===== config.mk =====
export PLATFORM = sky130hd
export DESIGN_NAME = regfile_scoreboard
export DESIGN_NICKNAME = d
export VERILOG_FILES = /design/src/rtl/regfile_pkg.sv /design/src/rtl/reg_scoreboard.sv /design/src/rtl/regfile_scoreboard.sv
export SDC_FILE = /design/constraint.sdc
export NUM_CORES = 1
export LEC_CHECK = 0
export CAP_MARGIN = 0
export CELL_PAD_IN_SITES_DETAIL_PLACEMENT = 0
export CELL_PAD_IN_SITES_GLOBAL_PLACEMENT = 1
export CORE_MARGIN = 3
export CORE_UTILIZATION = 40
export CTS_CLUSTER_DIAMETER = 30
export DETAILED_ROUTE_END_ITERATION = 10
export PLACE_DENSITY = 0.74
export SLEW_MARGIN = 20
export SYNTH_ARGS = -nofsm -noshare
export SYNTH_HDL_FRONTEND = slang
export SYNTH_SLANG_ARGS = --single-unit

===== constraint.sdc =====
create_clock -name clk -period 1.32 [get_ports clk]
set_input_delay 0.132 -clock clk [delete_from_list [all_inputs] [get_ports clk]]
set_output_delay 0.132 -clock clk [all_outputs]
set_load 0.005 [all_outputs]

===== src/rtl/regfile_pkg.sv =====
// Shared widths and constants for the register file and its
// pending-write scoreboard.
package regfile_pkg;
  localparam int DATA_W_DEF  = 8;
  localparam int ADDR_W_DEF  = 3;
  localparam int CNT_W_DEF   = 2;
  localparam int R0_ADDR     = 0;
  localparam int CNT_MAX_DEF = 2**CNT_W_DEF - 1;
endpackage


===== src/rtl/reg_scoreboard.sv =====
// Per-register outstanding-write counters with busy query ports
// and a sticky saturation error flag.
module reg_scoreboard
  import regfile_pkg::*;
#(
  parameter int ADDR_W = ADDR_W_DEF,
  parameter int CNT_W  = CNT_W_DEF
) (
  input  logic              clk,
  input  logic              rst,
  input  logic              rsv_en_i,
  input  logic [ADDR_W-1:0] rsv_addr_i,
  input  logic              rel_en_i,
  input  logic [ADDR_W-1:0] rel_addr_i,
  input  logic [ADDR_W-1:0] qaddr_1_i,
  input  logic [ADDR_W-1:0] qaddr_2_i,
  output logic              busy_1_o,
  output logic              busy_2_o,
  output logic              err_o
);
  localparam int DEPTH = 2**ADDR_W;
  localparam logic [CNT_W-1:0] CNT_MAX = {CNT_W{1'b1}};
  localparam logic [CNT_W-1:0] CNT_ONE = CNT_W'(1);
  localparam logic [ADDR_W-1:0] R0 = ADDR_W'(R0_ADDR);

  logic [CNT_W-1:0] cnt_q [DEPTH];
  logic [CNT_W-1:0] cnt_d [DEPTH];
  logic             err_q;
  logic             err_d;
  logic [DEPTH-1:0] inc;
  logic [DEPTH-1:0] dec;

  always_comb begin
    inc = '0;
    dec = '0;
    for (int r = 1; r < DEPTH; r++) begin
      inc[r] = rsv_en_i && (rsv_addr_i == ADDR_W'(r));
      dec[r] = rel_en_i && (rel_addr_i == ADDR_W'(r))
               && (cnt_q[r] != '0);
    end
  end

  // inc and dec together cancel, so a full counter never errors then
  always_comb begin
    cnt_d = cnt_q;
    err_d = err_q;
    for (int r = 1; r < DEPTH; r++) begin
      unique case (1'b1)
        (inc[r] && !dec[r] && cnt_q[r] == CNT_MAX): err_d = 1'b1;
        (inc[r] && !dec[r] && cnt_q[r] != CNT_MAX):
          cnt_d[r] = cnt_q[r] + CNT_ONE;
        (dec[r] && !inc[r]): cnt_d[r] = cnt_q[r] - CNT_ONE;
        default: ;
      endcase
    end
  end

  always_ff @(posedge clk) begin
    if (rst) begin
      for (int r = 0; r < DEPTH; r++) cnt_q[r] <= '0;
      err_q <= 1'b0;
    end else begin
      cnt_q <= cnt_d;
      err_q <= err_d;
    end
  end

  // a release of the last pending write clears busy in its own cycle
  always_comb begin
    busy_1_o = (qaddr_1_i != R0) && (cnt_q[qaddr_1_i] != '0)
      && !(rel_en_i && rel_addr_i == qaddr_1_i
           && cnt_q[qaddr_1_i] == CNT_ONE);
    busy_2_o = (qaddr_2_i != R0) && (cnt_q[qaddr_2_i] != '0)
      && !(rel_en_i && rel_addr_i == qaddr_2_i
           && cnt_q[qaddr_2_i] == CNT_ONE);
  end

  assign err_o = err_q;
endmodule


===== src/rtl/regfile_scoreboard.sv =====
// Two-read/one-write register file with write bypass, R0 tied to
// zero, a debug port and a pending-write scoreboard.
module regfile_scoreboard
  import regfile_pkg::*;
#(
  parameter int DATA_W = DATA_W_DEF,
  parameter int ADDR_W = ADDR_W_DEF,
  parameter int CNT_W  = CNT_W_DEF
) (
  input  logic              clk,
  input  logic              rst,
  input  logic [ADDR_W-1:0] reg_read_1,
  input  logic [ADDR_W-1:0] reg_read_2,
  output logic [DATA_W-1:0] out_data_1,
  output logic [DATA_W-1:0] out_data_2,
  output logic              busy_1,
  output logic              busy_2,
  input  logic [ADDR_W-1:0] reg_write,
  input  logic              reg_write_signal,
  input  logic [DATA_W-1:0] in_data,
  input  logic              rsv_en,
  input  logic [ADDR_W-1:0] rsv_addr,
  output logic              rsv_err,
  input  logic [ADDR_W-1:0] dbg_addr,
  output logic [DATA_W-1:0] dbg_data
);
  localparam int DEPTH = 2**ADDR_W;
  localparam logic [ADDR_W-1:0] R0 = ADDR_W'(R0_ADDR);

  logic [DATA_W-1:0] regs_q [DEPTH];
  logic wr_en;
  logic hit_1;
  logic hit_2;

  assign wr_en = reg_write_signal && (reg_write != R0);
  assign hit_1 = wr_en && (reg_write == reg_read_1);
  assign hit_2 = wr_en && (reg_write == reg_read_2);

  always_ff @(posedge clk) begin
    if (rst) begin
      for (int i = 0; i < DEPTH; i++) regs_q[i] <= '0;
    end else if (wr_en) begin
      regs_q[reg_write] <= in_data;
    end
  end

  always_comb begin
    out_data_1 = '0;
    unique case (1'b1)
      (reg_read_1 == R0): out_data_1 = '0;
      hit_1:              out_data_1 = in_data;
      default:            out_data_1 = regs_q[reg_read_1];
    endcase
  end

  always_comb begin
    out_data_2 = '0;
    unique case (1'b1)
      (reg_read_2 == R0): out_data_2 = '0;
      hit_2:              out_data_2 = in_data;
      default:            out_data_2 = regs_q[reg_read_2];
    endcase
  end

  assign dbg_data = regs_q[dbg_addr];

  reg_scoreboard #(
    .ADDR_W (ADDR_W),
    .CNT_W  (CNT_W)
  ) u_sb (
    .clk        (clk),
    .rst        (rst),
    .rsv_en_i   (rsv_en),
    .rsv_addr_i (rsv_addr),
    .rel_en_i   (reg_write_signal),
    .rel_addr_i (reg_write),
    .qaddr_1_i  (reg_read_1),
    .qaddr_2_i  (reg_read_2),
    .busy_1_o   (busy_1),
    .busy_2_o   (busy_2),
    .err_o      (rsv_err)
  );
endmodule


# Yosys cells after proc, flatten, opt, wreduce, memory -nomap -nowiden
# Memories as Yosys holds them, arrays and structs flattened.
# Index checks and enable logic that the tools add are counted.
# Widths: inputs -> output; s select.
classes:
  add_sub_neg: 14
  multipliers: 0
  div_mod_pow: 0
  magnitude_cmp: 2
  n_eq_ne: 32
  shifts: 0
  mux: 30
  bitwise: 2
  n_reduce_logical: 99
op_table:
  columns: ["op", "n"]
  rows:
  - ["$logic_and 1x1->1", 60]
  - ["$pmux 8 s2", 2]
  - ["$reduce_bool 2->1", 16]
  - ["$pmux 2 s2", 7]
  - ["$eq 3x3->1 const B", 8]
  - ["$logic_not 1->1", 16]
  - ["$add 2x1->2 const B", 7]
  - ["$eq 2x2->1 const B", 7]
  - ["$ne 2x2->1 const B", 7]
  - ["$sub 2x1->2 const B", 7]
  - ["$mux 1", 13]
  - ["$bmux 2 s3", 2]
  - ["$eq 3x2->1 const B", 4]
  - ["$reduce_bool 3->1", 3]
  - ["$ge 4x4->1 const B", 2]
  - ["$mux 2", 4]
  - ["$mux 8", 1]
  - ["$not 3->4", 2]
  - ["$reduce_or 8->1", 1]
  - ["$reduce_bool 7->1", 1]
  - ["$eq 3x1->1 const B", 2]
  - ["$eq 3x3->1", 2]
  - ["$logic_not 3->1", 2]
  - ["$eq 2x1->1 const B", 2]
  - ["$mux 3", 1]
word_totals:
  reg_bits: 15
  latch_bits: 0
  ramBits: 64
  mem_bits_ro: 0
  in_bits: 27
  output_inout_bits: 27
  elab_cells: 188
  n_memories: 1
mem_list:
  columns: ["name", "depth", "width", "read_ports", "rd_clocked_by_memory_dff", "write_ports", "line", "source"]
  rows:
  - ["regs_q", 8, 8, 3, 0, 8, "regfile_scoreboard.sv:30", "logic [DATA_W-1:0] regs_q [DEPTH];"]

# Depth between registers and ports, before layout
# Gate-level depths: netlist of the first run.
logic_depth:
  word_depth: 13
  ltp_mapped: 6
  mapped_depth_nobuf: 4

# Modules after synthesis
# From an unflattened synthesis of the first run, not the netlist that was laid out.
unflattened:
  cells_unflattened: 445
  area_unflattened_um2: 5544.1
by_module_without_submodules:
  columns: ["module", "n_inst", "cells_per_inst", "area_per_inst_um2", "seq_area_each_um2"]
  rows:
  - ["regfile_scoreboard", 1, 269, 4119.0, 1921.8]
  - ["reg_scoreboard", 1, 176, 1425.1, 300.3]

# Worst setup path before layout of the first run
# OpenSTA, ideal clock, no wires.
synth_timing:
  path_type: "input-to-output"
  startpoint: "input reg_read_2[0]"
  endpoint: "output out_data_2[0]"
  arrival_ns: 1.266
  t_required_ns: 1.188
  path_slack_ns: -0.078
  stages: 5
  n_path_buf: 2
  path_cell_list: "buf_2 -> buf_2 -> mux4_2 -> mux2i_1 -> o2bb2ai_1"
synth_between:
  elab_chain_len: 3
  word_cells_on_any_way: 5
  classes_between: "eq/ne: 1; mux: 1; reduce/logical: 2; memory: 1"
synth_lines:
  columns: ["element", "line", "source"]
  rows:
  - ["start: declaration", "regfile_scoreboard.sv:13", "input logic [ADDR_W-1:0] reg_read_2,"]
  - ["branches (longest 2 deep; another with $mem_v2 8x8)", null, null]
  - ["$pmux 8 s2 (*)", "regfile_scoreboard.sv:58", "unique case (1'b1)"]
  - ["end: declaration", "regfile_scoreboard.sv:15", "output logic [DATA_W-1:0] out_data_2,"]
# Mark *: on every way between the ends.

==> impl_metrics.json, run 1 <==
{
  "fill_cells": 997,
  "area_growth_pct": 48.4,
  "fmax_ghz": 0.524,
  "power.leakage_nw": 3.10,
  "routed_via_density": 5.82,
  "path_clk_slew_ns": 0.06,
  "ys.flop_type": "edfxtp_1",
  "wl_um": 17600,
  "fin_crit_sh_pct": 145,
  "n_antenna_cell": 0,
  "power_per_cell_area_nw_per_um2": 900,
  "die_h_um": 123,
  "final_util_pct": 62.4,
  "yosys.area.top_type": "edfxtp_1",
  "multiInputGateArea_um2": 3340,
  "fin_nets": 647,
  "die_w_um": 123,
  "antenna_found_initial": 0,
  "clk_path_buf_depth": 2,
  "seqCellArea_um2": 2230,
  "synth.distinct_cells": 50,
  "slew_viol_final": 0,
  "grt-ovfl-total": 0,
  "cts_max_level": 3,
  "synth-edff-count": 64,
  "synth_cells": 436,
  "die-area_um2": 15000,
  "path_class": "flip-flop to output port",
  "netlist_area_um2": 5430,
  "min_path_type": "input pin to flip-flop",
  "insertion_delay_ns": 0.35,
  "grt_pass1_wl_um": 26200,
  "design.core.area_um2": 12900,
  "setup_viol": 26,
  "num_rows": 41,
  "crit_fanout": 2,
  "end_kind": "output port",
  "cts_sinks": 79,
  "finalHoldViolCount": 0,
  "cp_data_arrival_time_ns": 1.78,
  "avgSynthCellArea_um2": 12.5,
  "synth-warning-count": 0,
  "grt_pass1_vias": 4794,
  "post_dp_cell_area_um2": 6990,
  "finClkSkew_ns": 0.00511,
  "num_vias": 4630,
  "whs_ns": 0.475,
  "io_pins": 54,
  "route.detailed.drc": 0,
  "drive_gt1_share_pct": 48.2,
  "ys_seq_elements": 79,
  "synth.top_cell.area_share_pct": 35.4,
  "design_area_um2": 8060,
  "drtAntennaViolNets": 0,
  "drv_cap": 0,
  "p_total_w": 0.00726,
  "rsz0062_at_grt": "yes",
  "gp_congestion": 0.803,
  "cts_tree": "built",
  "startpoint_type": "flip-flop",
  "fin_crit_ns": 1.91,
  "port_buffers": 53,
  "drtIter0Drc": 387,
  "dp_hpwl_um": 11700,
  "ys_async_sr_fraction_pct": 0,
  "ys_seq_area_share_pct": 40.9,
  "grt_max_degree": 17,
  "r2r_setup_slack_ns": 0.06,
  "setup_ws_ns": -0.590,
  "start_util_pct": 42.0,
  "violations": "negative setup slack",
  "place_ws_ns": -1.17,
  "drt_first_pass_iters": 5,
  "vdd_ir_drop_max_mv": 0.581,
  "cts_root_buf": "clkbuf_16",
  "postCtsHoldBufs": 0,
  "required_ns": 1.19,
  "status": "finished, violations left",
  "wl_per_cell_um": 22.1,
  "cts_buffers": 9,
  "yosys-top-cells-area": "edfxtp_1 (35%), mux4_2 (22%), and2_1 (6.6%), dfxtp_1 (5.5%), mux2i_1 (3.9%)",
  "grt_usage_pct": 24.2
}
through the flow:
step | cells | TNS, ns
after global routing | 796 | -14.05
after floorplan | 443 | 0
after CTS | 790 | -12.77
after global placement | 731 | -86.10
after detailed placement | 731 | -89.19
final | 796 | -12.82
flip-flops by register name (all words and copies together) (netlist names):
register / cells
u_sb.cnt_q: 14
regs_q: 64
u_sb.err_o: 1
logic make-up after synthesis:
kind of cell           count (synthesis)  share of synthesized area, %
buffers and inverters                 42                          3.82
flip-flops                            79                          40.9
other                                  1                        0.0690
XOR/XNOR                               6                         0.967
multiplexers                          82                          27.3
AND/OR/NAND/NOR                      164                          19.3
AO/OA/AOI/OAI                         62                          7.69
final cells by class:
cell class,instances,area share (%)
clock buffer,11,2.89
sequential,79,27.6
clock inverter,4,0.590
timing repair buffer,201,24.5
tap,172,2.67
multi-input combinational,322,41.4
inverter,7,0.326
cells in the mapped netlist (all sizes together), types with 8 or more instances:
cell type / instances
mux2: 9
dfxtp: 15
nand3: 15
or3: 8
nor2: 13
and2: 57
nand2b: 10
clkbuf: 9
mux4: 52
o21ai: 12
o2bb2ai: 16
buf: 26
mux2i: 21
a21oi: 22
edfxtp: 64
nand2: 17
path summary, 6_finish.rpt:
| check | depth (start not counted) | endpoint | from |
|---|---|---|---|
| worst min-delay path | 5 | u_sb.cnt_q[5] | rsv_addr[2] |
| worst max register to register | 5 | u_sb.cnt_q[6] | u_sb.cnt_q[7] |
| worst min register to register | 2 | u_sb.err_o | u_sb.err_o |
| worst max-delay path | 5 | out_data_2[3] | regs_q[7][3] |
cells in the final DEF (no fill, tap or decap), types with 9 or more instances in the layout:
| cell type | n |
|---|---|
| o2bb2ai_1 | 11 |
| dlygate4sd2_1 | 11 |
| nand3_1 | 13 |
| nand2_1 | 17 |
| buf_12 | 22 |
| buf_2 | 20 |
| clkdlybuf4s50_1 | 11 |
| clkbuf_16 | 10 |
| o21ai_0 | 9 |
| and2_1 | 55 |
| nand2b_1 | 9 |
| mux4_2 | 52 |
| dfxtp_1 | 11 |
| edfxtp_1 | 64 |
| a21oi_1 | 20 |
| buf_6 | 29 |
| mux2i_1 | 16 |
| buf_4 | 100 |
critical path, cell delays in order (launching register included):
cell and delay, ns:
edfxtp_1 0.44, buf_6 0.15, mux4_2 0.46, mux2i_1 0.18, o2bb2ai_1 0.08, buf_2 0.12
routing by layer:
layer | vias to the layer above | GRT usage (%) | part of all wire [%]
met3 | 41 | 3.18 | 6.0
met2 | 186 | 44.1 | 54
met4 | 0 | 12.9 | 3.7
met5 | - | 0 | 0
met1 | 2310 | 27.3 | 36
li1 | 2093 | - | -
where the power goes:
part / internal, W / total (W) / switching, W
registers: 0.00284 / 0.00295 / 0.000103
logic: 0.00108 / 0.00186 / 0.000783
clock network: 0.00145 / 0.00245 / 0.00100
what timing repair did:
| action | CTS | global route |
|---|---|---|
| buffers inserted | 43 | 5 |
| gates resized for setup | 198 | 26 |
| gates cloned | 3 | 1 |
| pin swaps | 27 | 18 |
| setup endpoints to repair | 118 | 49 |
(Power assumes the default switching activity.)
==> run 2: changes to the inputs <==
--- a/config.mk
+++ b/config.mk
@@ -8,6 +8,7 @@
 export CAP_MARGIN = 0
 export CELL_PAD_IN_SITES_DETAIL_PLACEMENT = 0
 export CELL_PAD_IN_SITES_GLOBAL_PLACEMENT = 1
+export CORE_ASPECT_RATIO = 1.2
 export CORE_MARGIN = 3
 export CORE_UTILIZATION = 40
 export CTS_CLUSTER_DIAMETER = 30
==> constraint.sdc (replaced) <==
create_clock -name clk -period 1.32 [get_ports clk]
set_input_delay 0.33 -clock clk [delete_from_list [all_inputs] [get_ports clk]]
set_output_delay 0.33 -clock clk [all_outputs]
set_load 0.005 [all_outputs]
==> impl_metrics.json, run 2 (same netlist as run 1, synthesis figures left out) <==
{
  "end_kind": "output port",
  "fin_nets": 650,
  "r2r_setup_slack_ns": 0.05,
  "drv_cap": 0,
  "start_util_pct": 41.0,
  "rsz0062_at_grt": "yes",
  "largest_reg_flops": 64,
  "die-area_um2": 15000,
  "drive_gt1_share_pct": 56.5,
  "power.leakage_nw": 3.21,
  "status": "finished, violations left",
  "gp_congestion": 0.831,
  "fmax_ghz": 0.457,
  "power_per_cell_area_nw_per_um2": 866,
  "critical-path-top-delay-family": "multiplexers",
  "place_ws_ns": -1.53,
  "path_class": "flip-flop to output port",
  "route.detailed.drc": 0,
  "grt-ovfl-total": 0,
  "grt_pass1_vias": 4983,
  "grt_usage_pct": 24.9,
  "final_common_cell": "buf_4",
  "finalHoldViolCount": 0,
  "routed_via_density": 5.95,
  "drt_first_pass_iters": 5,
  "area_growth_pct": 54.6,
  "violations": "negative setup slack",
  "wl_um": 19000,
  "design_area_um2": 8400,
  "cp_slowest_cell": "mux4_2",
  "cts_root_buf": "clkbuf_16",
  "num_rows": 46,
  "setup_ws_ns": -0.866,
  "final_cell_mix": "buf_4 (89), edfxtp_1 (64), mux4_2 (52)",
  "fin_crit_sh_pct": 166,
  "cts_tree": "built",
  "design.core.area_um2": 13200,
  "cts_max_level": 3,
  "n_antenna_cell": 0,
  "die_w_um": 112,
  "clk_path_buf_depth": 2,
  "regMostFlops": "regs_q",
  "postCtsHoldBufs": 0,
  "worstPathCellList": "buf_4, mux4_2, mux2i_1, buf_4, o2bb2ai_2, buf_2",
  "cpPeakStageDelay_ns": 0.49,
  "port_buffers": 53,
  "wl_per_cell_um": 23.9,
  "io_pins": 54,
  "cp_data_arrival_time_ns": 1.86,
  "insertion_delay_ns": 0.34,
  "die_h_um": 134,
  "post_dp_cell_area_um2": 7040,
  "grt_max_degree": 19,
  "drtIter0Drc": 362,
  "min_path_type": "flip-flop to flip-flop",
  "p_total_w": 0.00728,
  "drtAntennaViolNets": 0,
  "grt_pass1_wl_um": 28200,
  "dp_hpwl_um": 12200,
  "slew_viol_final": 0,
  "antenna_found_initial": 0,
  "path_clk_slew_ns": 0.06,
  "cts_buffers": 9,
  "cts_sinks": 79,
  "num_vias": 4734,
  "startpoint_type": "flip-flop",
  "setup_viol": 71,
  "crit_fanout": 2,
  "fill_cells": 984,
  "required_ns": 0.99,
  "crit_buf_inv": 3,
  "cpMostUsedCell": "buf_4",
  "vdd_ir_drop_max_mv": 0.607,
  "finClkSkew_ns": 0.00297,
  "fin_crit_ns": 2.19,
  "whs_ns": 0.551
}
[run 2: layout make-up]
cell class	instances	area [um^2]	share of cell area, %
Clock buffer	11	243	2.89
Sequential cell	79	2230	26.5
Clock inverter	5	33.8	0.402
Timing Repair Buffer	204	2060	24.5
Inverter	7	26.3	0.313
Multi-Input combinational cell	322	3600	42.9
Tap cell	168	210	2.50
[run 2: worst reg2reg max path, stage by stage (launching register included)]
cell	delay, ns
dfxtp_2	0.34
buf_6	0.11
buf_4	0.15
and3_4	0.14
or3_4	0.36
a21oi_2	0.11
[run 2: report_power, final]
group,internal [W],switching [W]
registers,0.00285,0.000115
clock network,0.00132,0.00101
logic,0.00114,0.000846
total,0.00531,0.00197
[run 2: per-stage QoR]
| step | cells | utilization, % | setup TNS (ns) |
|---|---|---|---|
| floorplan | 443 | - | -7.55 |
| global placement | 723 | 53.2 | -118.77 |
| detailed placement | 723 | 53.2 | -121.72 |
| CTS | 791 | 61.6 | -18.72 |
| global route | 796 | 63.5 | -22.86 |
| finish | 796 | 63.5 | -20.78 |
[run 2: metal layers]
layer | global-route usage (%) | wire length (um)
met4 | 14.0 | 1140
met2 | 46.2 | 10400
met1 | 26.5 | 6420
met5 | 0 | 0
met3 | 4.23 | 1080
[run 2: path summary, 6_finish.rpt]
kind / start / to / depth (start not counted)
min: u_sb.err_o / u_sb.err_o / 2
max: regs_q[7][5] / out_data_1[5] / 6
min reg2reg: u_sb.err_o / u_sb.err_o / 2
max reg2reg: u_sb.cnt_q[7] / u_sb.cnt_q[6] / 5
[run 2: what timing repair did]
action / 4_1_cts / 5_1_grt
setup endpoints to repair: 154 / 93
resized for setup: 239 / 70
pin swaps: 34 / 24
setup buffers: 47 / 7
cloned: 7 / 0
==> run 3: changes to the inputs <==
--- a/config.mk
+++ b/config.mk
@@ -6,14 +6,14 @@
 export NUM_CORES = 1
 export LEC_CHECK = 0
 export CAP_MARGIN = 0
-export CELL_PAD_IN_SITES_DETAIL_PLACEMENT = 0
-export CELL_PAD_IN_SITES_GLOBAL_PLACEMENT = 1
+export CELL_PAD_IN_SITES_DETAIL_PLACEMENT = 2
+export CELL_PAD_IN_SITES_GLOBAL_PLACEMENT = 2
 export CORE_ASPECT_RATIO = 1.2
 export CORE_MARGIN = 3
-export CORE_UTILIZATION = 40
+export CORE_UTILIZATION = 36
 export CTS_CLUSTER_DIAMETER = 30
 export DETAILED_ROUTE_END_ITERATION = 10
-export PLACE_DENSITY = 0.74
+export PLACE_DENSITY = 0.78
 export SLEW_MARGIN = 20
 export SYNTH_ARGS = -nofsm -noshare
 export SYNTH_HDL_FRONTEND = slang
==> impl_metrics.json, run 3 <==
{
  "port_buffers": 53,
  "ys.flop_type": "edfxtp_1",
  "clk_path_buf_depth": 2,
  "status": "stopped before the end",
  "postCtsHoldBufs": 0,
  "cts_root_buf": "clkbuf_16",
  "synth-edff-count": 64,
  "die_h_um": 141,
  "cts_sinks": 79,
  "stop_stage": "global routing (5_1_grt)",
  "synth.top_cell.area_share_pct": 35.4,
  "start_util_pct": 37.2,
  "ys_seq_elements": 79,
  "num_rows": 48,
  "worst-ep-kind": "primary output",
  "avgSynthCellArea_um2": 12.5,
  "yosys.area.top_type": "edfxtp_1",
  "post_dp_cell_area_um2": 6980,
  "place_ws_ns": -1.39,
  "cts_max_level": 3,
  "netlist_top_cells_count": "edfxtp_1 (64), and2_1 (57), mux4_2 (52)",
  "gp_congestion": 0.813,
  "netlist_area_um2": 5430,
  "synth_most_common_cell": "edfxtp_1",
  "synth.distinct_cells": 50,
  "synth-warning-count": 0,
  "ys_async_sr_fraction_pct": 0,
  "synth_cells": 436,
  "antenna_found_initial": 0,
  "io_pins": 54,
  "yosys-top-cells-area": "edfxtp_1 (35%), mux4_2 (22%), and2_1 (6.6%), dfxtp_1 (5.5%), mux2i_1 (3.9%)",
  "ys_seq_area_share_pct": 40.9,
  "dp_hpwl_um": 16200,
  "error": "[ERROR DPL-0033] detailed placement checks failed during check placement.",
  "grt-worst-endpoint": "out_data_2[6]",
  "cts_buffers": 9,
  "grt_max_degree": 19,
  "die_w_um": 118,
  "dp.cells": 749
}
run 3: cell counts after synthesis:
No cell type changed its count.
run 3: stage by stage:
stage / TNS [ns] / utilization [%]
CTS: -23.96 / 57.9
detailed placement: -144.79 / 47.8
global placement: -136.22 / 47.8
floorplan: -7.55 / -
run 3: kinds of logic after synthesis:
logic type,share of synthesized area [%]
buf+inv,3.82
simple gates,19.3
mux,27.3
xor+xnor,0.967
other cells,0.0690
compound gates,7.69
flops,40.9
run 3: repair_timing:
action                     CTS
buffers inserted            88
pin swaps                   55
resized for setup          273
cloned                       3
setup endpoints to repair  157
==> run 4: changes to the inputs <==
--- a/config.mk
+++ b/config.mk
@@ -6,14 +6,10 @@
 export NUM_CORES = 1
 export LEC_CHECK = 0
 export CAP_MARGIN = 0
-export CELL_PAD_IN_SITES_DETAIL_PLACEMENT = 2
-export CELL_PAD_IN_SITES_GLOBAL_PLACEMENT = 2
-export CORE_ASPECT_RATIO = 1.2
 export CORE_MARGIN = 3
-export CORE_UTILIZATION = 36
-export CTS_CLUSTER_DIAMETER = 30
+export CORE_UTILIZATION = 25
 export DETAILED_ROUTE_END_ITERATION = 10
-export PLACE_DENSITY = 0.78
+export PLACE_DENSITY_LB_ADDON = 0.15
 export SLEW_MARGIN = 20
 export SYNTH_ARGS = -nofsm -noshare
 export SYNTH_HDL_FRONTEND = slang
==> constraint.sdc (replaced) <==
create_clock -name clk -period 1.7 [get_ports clk]
set_input_delay 0.425 -clock clk [delete_from_list [all_inputs] [get_ports clk]]
set_output_delay 0.425 -clock clk [all_outputs]
set_load 0.005 [all_outputs]
==> impl_metrics.json, run 4 (same netlist as run 1, synthesis figures left out) <==
{
  "power.leakage_nw": 3.10,
  "largest_reg_flops": 64,
  "finalNonFillerCells": 888,
  "cts_buffers": 9,
  "cts_tree": "built",
  "cp_data_arrival_time_ns": 1.77,
  "n_antenna_cell": 0,
  "final_cell_mix": "buf_4 (87), edfxtp_1 (64), and2_1 (57)",
  "required_ns": 1.27,
  "fin_nets": 635,
  "min_path_type": "flip-flop to flip-flop",
  "io_pins": 54,
  "design.core.area_um2": 21200,
  "die_h_um": 153,
  "gp_congestion": 0.856,
  "cts_sinks": 79,
  "fill_cells": 2049,
  "clk_path_buf_depth": 2,
  "dp_hpwl_um": 14000,
  "drive_gt1_share_pct": 49.9,
  "startpoint_type": "flip-flop",
  "grt_max_degree": 15,
  "fin_crit_sh_pct": 129,
  "grt_pass1_vias": 4729,
  "regMostFlops": "regs_q",
  "postCtsHoldBufs": 0,
  "status": "finished, violations left",
  "setup_viol": 26,
  "wl_um": 19300,
  "insertion_delay_ns": 0.35,
  "path_class": "flip-flop to output port",
  "design_area_um2": 8300,
  "setup_ws_ns": -0.496,
  "num_vias": 4428,
  "num_rows": 53,
  "slew_viol_final": 0,
  "drtAntennaViolNets": 0,
  "dp.cells": 834,
  "place_ws_ns": -1.27,
  "cts_max_level": 3,
  "route.detailed.drc": 0,
  "finClkSkew_ns": 0.00727,
  "die-area_um2": 23500,
  "fin_crit_ns": 2.20,
  "vdd_ir_drop_max_mv": 0.506,
  "crit_fanout": 3,
  "final_common_cell": "buf_4",
  "path_clk_slew_ns": 0.07,
  "grt-ovfl-total": 0,
  "start_util_pct": 25.6,
  "die_w_um": 153,
  "wl_per_cell_um": 21.7,
  "multiInputGateArea_um2": 3440,
  "drv_cap": 0,
  "drt_first_pass_iters": 4,
  "routed_via_density": 4.99,
  "power_per_cell_area_nw_per_um2": 685,
  "violations": "negative setup slack",
  "drtIter0Drc": 249,
  "grt_pass1_wl_um": 29200,
  "antenna_found_initial": 0,
  "finalHoldViolCount": 0,
  "grt_usage_pct": 16.7,
  "fmax_ghz": 0.455,
  "port_buffers": 53,
  "end_kind": "output port",
  "area_growth_pct": 52.7,
  "post_dp_cell_area_um2": 7270,
  "rsz0062_at_grt": "yes",
  "seqCellArea_um2": 2220,
  "cts_root_buf": "clkbuf_16"
}
## run 4: final timing paths
path	cells past startpoint	from	to	slack [ns]
setup / recovery	5	regs_q[7][5]	out_data_1[5]	-0.50
hold / removal	2	u_sb.err_o	u_sb.err_o	0.50
setup reg to reg	5	u_sb.cnt_q[11]	u_sb.err_o	0.48
hold reg to reg	2	u_sb.err_o	u_sb.err_o	0.50
## run 4: power by group
| part | switching, W | internal (W) | total, W |
|---|---|---|---|
| Combinational | 0.000649 | 0.000885 | 0.00153 |
| Sequential | 0.0000826 | 0.00221 | 0.00229 |
| Clock | 0.000853 | 0.00100 | 0.00185 |
## run 4: final cells by class
| cell class | count | share of cell area (%) |
|---|---|---|
| clock inverter | 6 | 0.558 |
| clock buffer | 10 | 2.76 |
| multi-input combinational | 322 | 41.5 |
| timing repair buffer | 189 | 23.9 |
| tap | 275 | 4.15 |
| inverter | 7 | 0.317 |
| sequential | 79 | 26.8 |
## run 4: critical path, stage by stage, from the launching register on
cell       delay (ns)
edfxtp_1         0.41
mux4_2           0.50
mux2i_2          0.18
buf_4            0.15
o2bb2ai_2        0.05
buf_2            0.12
## run 4: metrics by stage
| step | util (%) | total power (W) | hold slack [ns] | TNS (ns) |
|---|---|---|---|---|
| finish | 39.1 | 0.00568 | 0.496 | -10.33 |
| global route | 39.1 | 0.00590 | 0.537 | -11.71 |
| CTS | 39.0 | 0.00573 | 0.493 | -10.93 |
| detailed placement | 34.3 | 0.00367 | 0.480 | -103.41 |
| global placement | 34.3 | 0.00365 | 0.489 | -102.13 |
| floorplan | - | 0.00299 | 0.485 | -2.55 |
## run 4: routing by layer
metal	GRT usage, %	wire length (um)	vias up
li1	-	-	2060
met1	20.4	8020	2243
met2	30.4	10200	109
met3	3.28	799	16
met4	3.66	291	0
met5	0	0	-
## run 4: repair_timing
| action | CTS | global route |
|---|---|---|
| resized for setup | 237 | 17 |
| endpoints found under the setup margin | 150 | 31 |
| cloned | 3 | 0 |
| pin swaps | 24 | 5 |
| buffers inserted | 36 | 0 |
